--- src/rtl/bpu_resolve.sv ---
// Branch resolution and BHT feedback: queues IF predictions in order, checks each
// against the EX-resolved next PC, drives BHT updates and flush/redirect on a mispredict.
module bpu_resolve #(
  parameter int ADDR_W = 10,
  parameter int DEPTH  = 4
) (
  input  logic              clk,
  input  logic              rst_n,
  input  logic              fetch_valid,
  input  logic [ADDR_W-1:0] fetch_pc_4,
  input  logic [1:0]        fetch_state,
  input  logic [ADDR_W-1:0] fetch_new_pc,
  input  logic              res_valid,
  input  logic              res_is_branch,
  input  logic              res_taken,
  input  logic [ADDR_W-1:0] res_target,
  output logic              upd_en,
  output logic [ADDR_W-1:0] upd_pc_4,
  output logic [ADDR_W-1:0] upd_pc_remote,
  output logic [1:0]        upd_state_old,
  output logic              upd_succ,
  output logic              flush,
  output logic [ADDR_W-1:0] redirect_pc,
  output logic              full,
  output logic              empty,
  output logic [15:0]       mispred_cnt,
  output logic              err
);

  localparam int PW = $clog2(DEPTH);
  localparam int CW = PW + 1;

  typedef struct packed {
    logic [ADDR_W-1:0] pc_4;
    logic [1:0]        state;
    logic [ADDR_W-1:0] new_pc;
  } entry_t;

  entry_t            mem_q [DEPTH];
  logic [PW-1:0]     rd_q, rd_d, wr_q, wr_d;
  logic [CW-1:0]     cnt_q, cnt_d;

  logic              upd_en_q;
  logic [ADDR_W-1:0] upd_pc_4_q, upd_pc_remote_q;
  logic [1:0]        upd_state_old_q;
  logic              upd_succ_q;
  logic              flush_q;
  logic [ADDR_W-1:0] redirect_pc_q;
  logic              full_q, empty_q;
  logic [15:0]       mispred_cnt_q, mispred_cnt_d;
  logic              err_q;

  entry_t            head;
  entry_t            fetch_entry;
  logic              q_full, q_empty;
  logic              accept, pop, push_req, push, mispred, err_set;
  logic [ADDR_W-1:0] actual;

  // Handshake: fetch_valid and res_valid are single-cycle strobes with no
  // back-pressure; a strobe that cannot be honoured is dropped and flags err,
  // except during the flush cycle where both are silently ignored.
  always_comb begin
    head        = mem_q[rd_q];
    fetch_entry = '{pc_4: fetch_pc_4, state: fetch_state, new_pc: fetch_new_pc};
    q_full      = (cnt_q == CW'(DEPTH));
    q_empty     = (cnt_q == '0);
    accept      = !flush_q;
    pop         = accept && res_valid && !q_empty;
    push_req    = accept && fetch_valid && (!q_full || res_valid);
    actual      = (res_is_branch && res_taken) ? res_target : head.pc_4;
    mispred     = pop && (actual != head.new_pc);
    push        = push_req && !mispred;
    err_set     = accept && ((res_valid && q_empty) || (fetch_valid && q_full && !res_valid));
  end

  always_comb begin
    rd_d  = rd_q;
    wr_d  = wr_q;
    cnt_d = cnt_q;
    if (mispred) begin
      // Everything younger than the mispredicted entry is wrong-path.
      rd_d  = wr_q;
      cnt_d = '0;
    end else begin
      if (pop)  rd_d = rd_q + 1'b1;
      if (push) wr_d = wr_q + 1'b1;
      cnt_d = cnt_q + {{PW{1'b0}}, push} - {{PW{1'b0}}, pop};
    end
  end

  always_comb begin
    mispred_cnt_d = mispred_cnt_q;
    if (mispred && (mispred_cnt_q != 16'hFFFF)) mispred_cnt_d = mispred_cnt_q + 16'd1;
  end

  always_ff @(posedge clk) begin
    if (push) mem_q[wr_q] <= fetch_entry;
  end

  always_ff @(posedge clk or negedge rst_n) begin
    if (!rst_n) begin
      rd_q            <= '0;
      wr_q            <= '0;
      cnt_q           <= '0;
      upd_en_q        <= 1'b0;
      upd_pc_4_q      <= '0;
      upd_pc_remote_q <= '0;
      upd_state_old_q <= '0;
      upd_succ_q      <= 1'b0;
      flush_q         <= 1'b0;
      redirect_pc_q   <= '0;
      full_q          <= 1'b0;
      empty_q         <= 1'b1;
      mispred_cnt_q   <= '0;
      err_q           <= 1'b0;
    end else begin
      rd_q          <= rd_d;
      wr_q          <= wr_d;
      cnt_q         <= cnt_d;
      upd_en_q      <= pop && res_is_branch;
      flush_q       <= mispred;
      full_q        <= (cnt_d == CW'(DEPTH));
      empty_q       <= (cnt_d == '0);
      mispred_cnt_q <= mispred_cnt_d;
      err_q         <= err_q | err_set;
      if (pop && res_is_branch) begin
        upd_pc_4_q      <= head.pc_4;
        upd_pc_remote_q <= res_target;
        upd_state_old_q <= head.state;
        upd_succ_q      <= res_taken;
      end
      if (mispred) redirect_pc_q <= actual;
    end
  end

  assign upd_en        = upd_en_q;
  assign upd_pc_4      = upd_pc_4_q;
  assign upd_pc_remote = upd_pc_remote_q;
  assign upd_state_old = upd_state_old_q;
  assign upd_succ      = upd_succ_q;
  assign flush         = flush_q;
  assign redirect_pc   = redirect_pc_q;
  assign full          = full_q;
  assign empty         = empty_q;
  assign mispred_cnt   = mispred_cnt_q;
  assign err           = err_q;

endmodule

--- config.mk ---
export PLATFORM = sky130hd
export DESIGN_NAME = bpu_resolve
export DESIGN_NICKNAME = d
export VERILOG_FILES = /design/src/rtl/bpu_resolve.sv
export SDC_FILE = /design/constraint.sdc
export NUM_CORES = 1
export LEC_CHECK = 0
export CAP_MARGIN = 30
export CORE_MARGIN = 4
export CORE_UTILIZATION = 42
export DETAILED_ROUTE_END_ITERATION = 10
export HOLD_SLACK_MARGIN = 0.15
export PLACE_DENSITY = 0.69
export SKIP_CTS_REPAIR_TIMING = 1
export SYNTH_ARGS = -nofsm -noshare
export SYNTH_HDL_FRONTEND = slang
export SYNTH_SLANG_ARGS = --single-unit
--- constraint.sdc ---
create_clock -name clk -period 4.1 [get_ports clk]
set_clock_uncertainty 0.1 [all_clocks]
set_input_delay 0.82 -clock clk [delete_from_list [all_inputs] [get_ports clk]]
set_output_delay 0.82 -clock clk [all_outputs]
set_load 0.05 [all_outputs]
==> flow_summary.json, run 1 <==
{
  "post-place-ws_ns": -0.421,
  "max_freq_mhz": 251,
  "critPathLaunch": "rd_q[0]",
  "ctsRootBufferMaster": "sky130_fd_sc_hd__clkbuf_16",
  "ys_seq_area_frac": 0.693,
  "final_layout_size_suffix_gt1_frac": 0.259,
  "remaining_drc_errors": 0,
  "synthesis.instances": 352,
  "placedInstanceArea_um2": 7350,
  "final_cell_area_um2": 8180,
  "ant_nets": 0,
  "grt_start_max_net_pins": 42,
  "die_h_um": 128,
  "cts_tree": "built",
  "detail_route.wirelength_um": 13000,
  "grt_first_pass_wirelength_um": 20000,
  "max_slew_margin": 0.507,
  "endpoint_kind": "flip-flop",
  "path_delay_family": "multiplexers",
  "timing.final.setup_violations": 0,
  "yosys.area.top_type_share": 0.439,
  "floorplan.rows": 43,
  "overflow": 0,
  "dp_hpwl_um": 8540,
  "fin_nets": 531,
  "ctsLongestPathBuffers": 2,
  "number_of_warnings_reported_in_the_yosys_synthesis_log": 0,
  "crit_chain": "buf_12, mux4_2, mux2i_2, xnor2_2, nor4_2, buf_4, a31oi_4, nor4b_4, inv_1, ha_1, inv_1, ha_1, inv_1, fa_2, xnor2_2, xnor2_1, nor3b_2",
  "timing.critical_path.buf_inv": 5,
  "synth.avg_cell_area_um2": 17.1,
  "min_path_type": "input port to asynchronous set/reset pin",
  "p_leak_nw": 3.09,
  "power_per_cell_area_nw_per_um2": 817,
  "reg2reg_start": "rd_q[0]",
  "timing.final.ws_setup_ns": 0.110,
  "netSwitchingFraction": 0.362,
  "maxCapViolations": 0,
  "cp.arrival_ns": 4.23,
  "h-tree-depth": 4,
  "via_count_of_the_first_global_routing_pass": 3554,
  "max_slew.worst_pin.slew_ns": 0.728,
  "avgViaCountPerCell": 5.20,
  "drt_iter0_drc": 224,
  "dieWidth_um": 128,
  "area_delta_synth_final_pct": 36.0,
  "final_core_util": 0.587,
  "dr_total_vias": 3524,
  "setup-tns-final_ns": 0,
  "numPortBuffers": 91,
  "min_period_ns": 3.99,
  "finalWeightedCongestion": 0.759,
  "number_of_storage_elements_in_the_synthesis_netlist": 149,
  "power_frac_seq": 0.330,
  "cts-buffers-inserted": 17,
  "comb_power_share": 0.432,
  "antenna_cells_inserted": 0,
  "post-synth-top-area-cell": "sky130_fd_sc_hd__edfxtp_1",
  "firstDrtPassIters": 4,
  "drv_slew": 0,
  "cpMaxStageDelayCell": "sky130_fd_sc_hd__mux4_2",
  "ys_top_cells_by_area": "sky130_fd_sc_hd__edfxtp_1, sky130_fd_sc_hd__dfrtp_1, sky130_fd_sc_hd__mux4_2",
  "final_hold_viol_count": 0,
  "p_sw_mw": 2.42,
  "setup_repair_after_global_routing_missed_its_margin": "yes",
  "synthesis.area_um2": 6020,
  "detail_route.wl_per_cell_um": 19.2,
  "worstSetupPathType": "flip-flop to flip-flop",
  "io_pins": 92,
  "initial_utilization": 0.432,
  "floorplan.die_area_um2": 16300,
  "hold_slack_ns": 0.231,
  "most_repeated_library_cell_on_the_critical_path": "sky130_fd_sc_hd__inv_1",
  "syn_nets": 398,
  "clkTransAtPathRegs_ns": 0.06,
  "crit_path_start_kind": "flip-flop",
  "status": "complete, no violations",
  "async_flop_share": 0.409,
  "final.period_utilization": 0.973,
  "clock_latency_ns": 0.42,
  "cts.sinks": 149,
  "biggest_fanout_along_the_worst_timing_path": 10,
  "final_cell_mix": "sky130_fd_sc_hd__clkdlybuf4s50_1, sky130_fd_sc_hd__edfxtp_1, sky130_fd_sc_hd__dfrtp_1",
  "synth_enable_flop_cells": 88,
  "vdd.ir_drop.worst_mv": 0.483,
  "global_route.usage.total": 0.165,
  "cp.required_ns": 4.34,
  "synth_ff_type": "sky130_fd_sc_hd__edfxtp_1",
  "worst_path_largest_cell_delay_ns": 0.54,
  "share_clk_of_total_power": 0.238,
  "synth_cell_type_count": 38,
  "coreArea_um2": 13900,
  "grt_antenna_before_repair": 0,
  "power.internal_mw": 4.26
}
[path summary, 6_finish.rpt]
kind	endpoint	slack [ns]	cells past startpoint
setup / recovery	full	0.11	17
hold / removal	wr_q[0]	0.23	1
setup reg to reg	full	0.11	17
hold reg to reg	err	0.36	1
max in group asynchronous	upd_pc_remote[7]	2.84	3
min in group clk	err	0.36	1
[cells by family after synthesis]
family | synth area share
compound gates | 0.0171
xor+xnor | 0.0393
buf+inv | 0.0162
mux | 0.152
simple gates | 0.0647
fa+ha+maj | 0.0179
flops | 0.693
[power groups by stage]
stage               Clock (mW)  Sequential, mW  Combinational [mW]
global route              1.69            2.25                3.06
floorplan                    0            2.90                1.05
CTS                       1.63            2.20                2.72
global placement             0            2.21                2.66
finish                    1.59            2.21                2.89
detailed placement           0            2.23                2.71
[flip-flops by register name, indices dropped and copies added, names as in the netlist]
name and cells:
upd_pc_remote 10, wr_q 2, empty 1, upd_en 1, mem_q 88, upd_pc_4 10
redirect_pc 10, upd_succ 1, mispred_cnt 16, rd_q 2, full 1, cnt_q 3
flush 1, err 1, upd_state_old 2
[cells in the mapped netlist, types with 2 or more instances]
cell type / instances
sky130_fd_sc_hd__or3_1: 2
sky130_fd_sc_hd__nor2b_1: 2
sky130_fd_sc_hd__mux4_2: 22
sky130_fd_sc_hd__dfrtp_1: 60
sky130_fd_sc_hd__inv_1: 9
sky130_fd_sc_hd__xnor2_1: 27
sky130_fd_sc_hd__nand3_1: 18
sky130_fd_sc_hd__mux2i_1: 11
sky130_fd_sc_hd__nor2_1: 14
sky130_fd_sc_hd__mux2_1: 3
sky130_fd_sc_hd__clkbuf_1: 7
sky130_fd_sc_hd__and2_1: 5
sky130_fd_sc_hd__mux2_2: 23
sky130_fd_sc_hd__a21oi_1: 10
sky130_fd_sc_hd__nor3_1: 2
sky130_fd_sc_hd__and3_1: 9
sky130_fd_sc_hd__nand2_1: 9
sky130_fd_sc_hd__nor4_2: 2
sky130_fd_sc_hd__buf_2: 3
sky130_fd_sc_hd__ha_1: 7
sky130_fd_sc_hd__nand4_1: 3
sky130_fd_sc_hd__edfxtp_1: 88
[layer usage]
layer / part of all wire / global-route usage / vias to the layer above
met3: 0.056 / 0.0513 / 9
met4: 0.0089 / 0.0506 / 0
li1: - / - / 1601
met1: 0.46 / 0.238 / 1813
met5: 0 / 0 / -
met2: 0.47 / 0.243 / 101
[final cells by class]
cell class	instances	area, um2
fillers	1054	5750
flip-flops and latches	149	4170
multi-input cells	181	1860
repair buffers	127	1290
clock buffers	22	444
well taps	180	225
clock inverters	10	158
inverters	9	33.8
[through the flow]
step / instances / power (mW)
finish: 678 / 6.68
floorplan: 352 / 3.96
global route: 678 / 7.00
CTS: 665 / 6.55
global placement: 632 / 4.88
detailed placement: 633 / 4.94
Power figures use the tool's default switching activity.
==> run 2: changes to the inputs <==
CORE_MARGIN = 3   (was 4)
==> run 2 against run 1 <==
  * Worst setup slack better by 0.055 ns
  * Global-route usage hardly changed
  * Critical endpoint unchanged
  * Largest cell class unchanged
  * Maximum frequency is 1.4% higher
==> flow_summary.json, run 2 (synthesis results as in run 1) <==
{
  "status": "complete, no violations",
  "max_slew.worst_pin.slew_ns": 0.777,
  "ant_nets": 0,
  "cts_tree": "built",
  "final_layout_size_suffix_gt1_frac": 0.254,
  "min_period_ns": 3.94,
  "finalWeightedCongestion": 0.788,
  "final.period_utilization": 0.960,
  "drt_iter0_drc": 182,
  "dr_total_vias": 3511,
  "fin_nets": 525,
  "initial_utilization": 0.432,
  "max_freq_mhz": 254,
  "detail_route.wl_per_cell_um": 19.1,
  "floorplan.die_area_um2": 15800,
  "remaining_drc_errors": 0,
  "coreArea_um2": 13900,
  "die_h_um": 126,
  "antenna_cells_inserted": 0,
  "dp_hpwl_um": 8530,
  "via_count_of_the_first_global_routing_pass": 3657,
  "dieWidth_um": 126,
  "clkTransAtPathRegs_ns": 0.06,
  "floorplan.rows": 43,
  "worstSetupPathType": "flip-flop to flip-flop",
  "placed_cells_incl_taps": 633,
  "vdd.ir_drop.worst_mv": 0.443,
  "nFillCells": 1060,
  "grt_first_pass_wirelength_um": 19700,
  "maxCapViolations": 0,
  "power.internal_mw": 4.24,
  "final_hold_viol_count": 0,
  "grt_antenna_before_repair": 0,
  "biggest_fanout_along_the_worst_timing_path": 6,
  "largest_reg_flops": 88,
  "cp.required_ns": 4.29,
  "grt_start_max_net_pins": 42,
  "detail_route.wirelength_um": 12800,
  "clock_latency_ns": 0.42,
  "ctsRootBufferMaster": "sky130_fd_sc_hd__clkbuf_16",
  "p_leak_nw": 3.07,
  "avgViaCountPerCell": 5.22,
  "comb_power_share": 0.426,
  "drv_slew": 0,
  "power_per_cell_area_nw_per_um2": 815,
  "max_slew_margin": 0.474,
  "final_core_util": 0.586,
  "cts-buffers-inserted": 17,
  "p_sw_mw": 2.42,
  "firstDrtPassIters": 5,
  "power_frac_seq": 0.332,
  "min_path_type": "input port to asynchronous set/reset pin",
  "netSwitchingFraction": 0.363,
  "share_clk_of_total_power": 0.242,
  "timing.final.setup_violations": 0,
  "cp.arrival_ns": 4.12,
  "endpoint_kind": "flip-flop",
  "cts.sinks": 149,
  "area_delta_synth_final_pct": 35.7,
  "h-tree-depth": 4,
  "crit_path_start_kind": "flip-flop",
  "numPortBuffers": 91,
  "register_with_the_highest_flop_count": "mem_q",
  "final_cell_mix": "sky130_fd_sc_hd__clkdlybuf4s50_1, sky130_fd_sc_hd__edfxtp_1, sky130_fd_sc_hd__dfrtp_1",
  "ctsLongestPathBuffers": 2,
  "stdcell_count": 672,
  "io_pins": 92,
  "global_route.usage.total": 0.166,
  "overflow": 0
}
## run 2: changes by cell type in the layout (fill, tap and decap cells not counted), moves of 2 or more
| cell | previous run | this run |
|---|---|---|
| sky130_fd_sc_hd__clkinvlp_4 | 2 | 4 |
| sky130_fd_sc_hd__inv_6 | 0 | 2 |
| sky130_fd_sc_hd__buf_4 | 27 | 20 |
| sky130_fd_sc_hd__clkbuf_1 | 5 | 3 |
## run 2: worst max-delay path, cell delays in order, from the launching register on
cell and delay (ns):
sky130_fd_sc_hd__dfrtp_2 0.44, sky130_fd_sc_hd__buf_12 0.15, sky130_fd_sc_hd__mux4_2 0.56, sky130_fd_sc_hd__mux2i_2 0.25, sky130_fd_sc_hd__xnor2_1 0.13, sky130_fd_sc_hd__nor4_2 0.21, sky130_fd_sc_hd__buf_4 0.16, sky130_fd_sc_hd__a31oi_4 0.09
sky130_fd_sc_hd__nor4b_4 0.32, sky130_fd_sc_hd__inv_1 0.07, sky130_fd_sc_hd__ha_1 0.29, sky130_fd_sc_hd__inv_1 0.05, sky130_fd_sc_hd__ha_1 0.12, sky130_fd_sc_hd__inv_1 0.05, sky130_fd_sc_hd__fa_2 0.35, sky130_fd_sc_hd__xnor2_2 0.16
sky130_fd_sc_hd__xnor2_2 0.15, sky130_fd_sc_hd__nor3b_2 0.16
## run 2: path summary, 6_finish.rpt
kind / cells past startpoint / from / slack, ns / to
max in group asynchronous: 3 / rst_n / 2.74 / upd_pc_remote[3]
min in group clk: 1 / err / 0.36 / err
setup reg to reg: 17 / rd_q[0] / 0.16 / full
hold / removal: 1 / rst_n / 0.31 / err
setup / recovery: 17 / rd_q[0] / 0.16 / full
hold reg to reg: 1 / err / 0.36 / err
## run 2: area by class of cell
| class | count | area, um2 | share of cell area |
|---|---|---|---|
| clock inverters | 12 | 178 | 0.0218 |
| inverters | 9 | 33.8 | 0.00414 |
| well taps | 180 | 225 | 0.0276 |
| clock buffers | 20 | 437 | 0.0535 |
| multi-input cells | 181 | 1850 | 0.227 |
| repair buffers | 121 | 1270 | 0.156 |
| flip-flops and latches | 149 | 4170 | 0.511 |
## run 2: through the flow
stage | hold slack, ns | cell area (um2) | setup WS, ns | TNS (ns) | total power [mW]
6_report | 0.307 | 8170 | 0.164 | 0 | 6.66
5_1_grt | 0.341 | 8170 | -0.0153 | -0.0153 | 6.96
4_1_cts | 0.311 | 7980 | -0.00806 | -0.00806 | 6.56
3_5_place_dp | 0.354 | 7360 | -0.434 | -1.22 | 4.93
3_3_place_gp | 0.340 | 7330 | -0.305 | -0.749 | 4.87
2_1_floorplan | 0.424 | 6020 | 0.141 | 0 | 3.96
## run 2: layer usage
metal  routed length (um)  part of all wire  track usage  vias up
met3                  944             0.074       0.0522       12
met1                 5490              0.43        0.222     1792
met5                    0                 0            0        -
li1                     -                 -            -     1582
met4                   97            0.0076       0.0478        0
met2                 6310              0.49        0.263      125
## run 2: power by group through the flow
stage                     sequential (mW)  clock, mW  combinational, mW
after CTS                            2.21       1.64               2.71
final                                2.21       1.61               2.83
after global routing                 2.25       1.70               3.01
after global placement               2.21          0               2.66
after floorplan                      2.90          0               1.05
after detailed placement             2.23          0               2.70
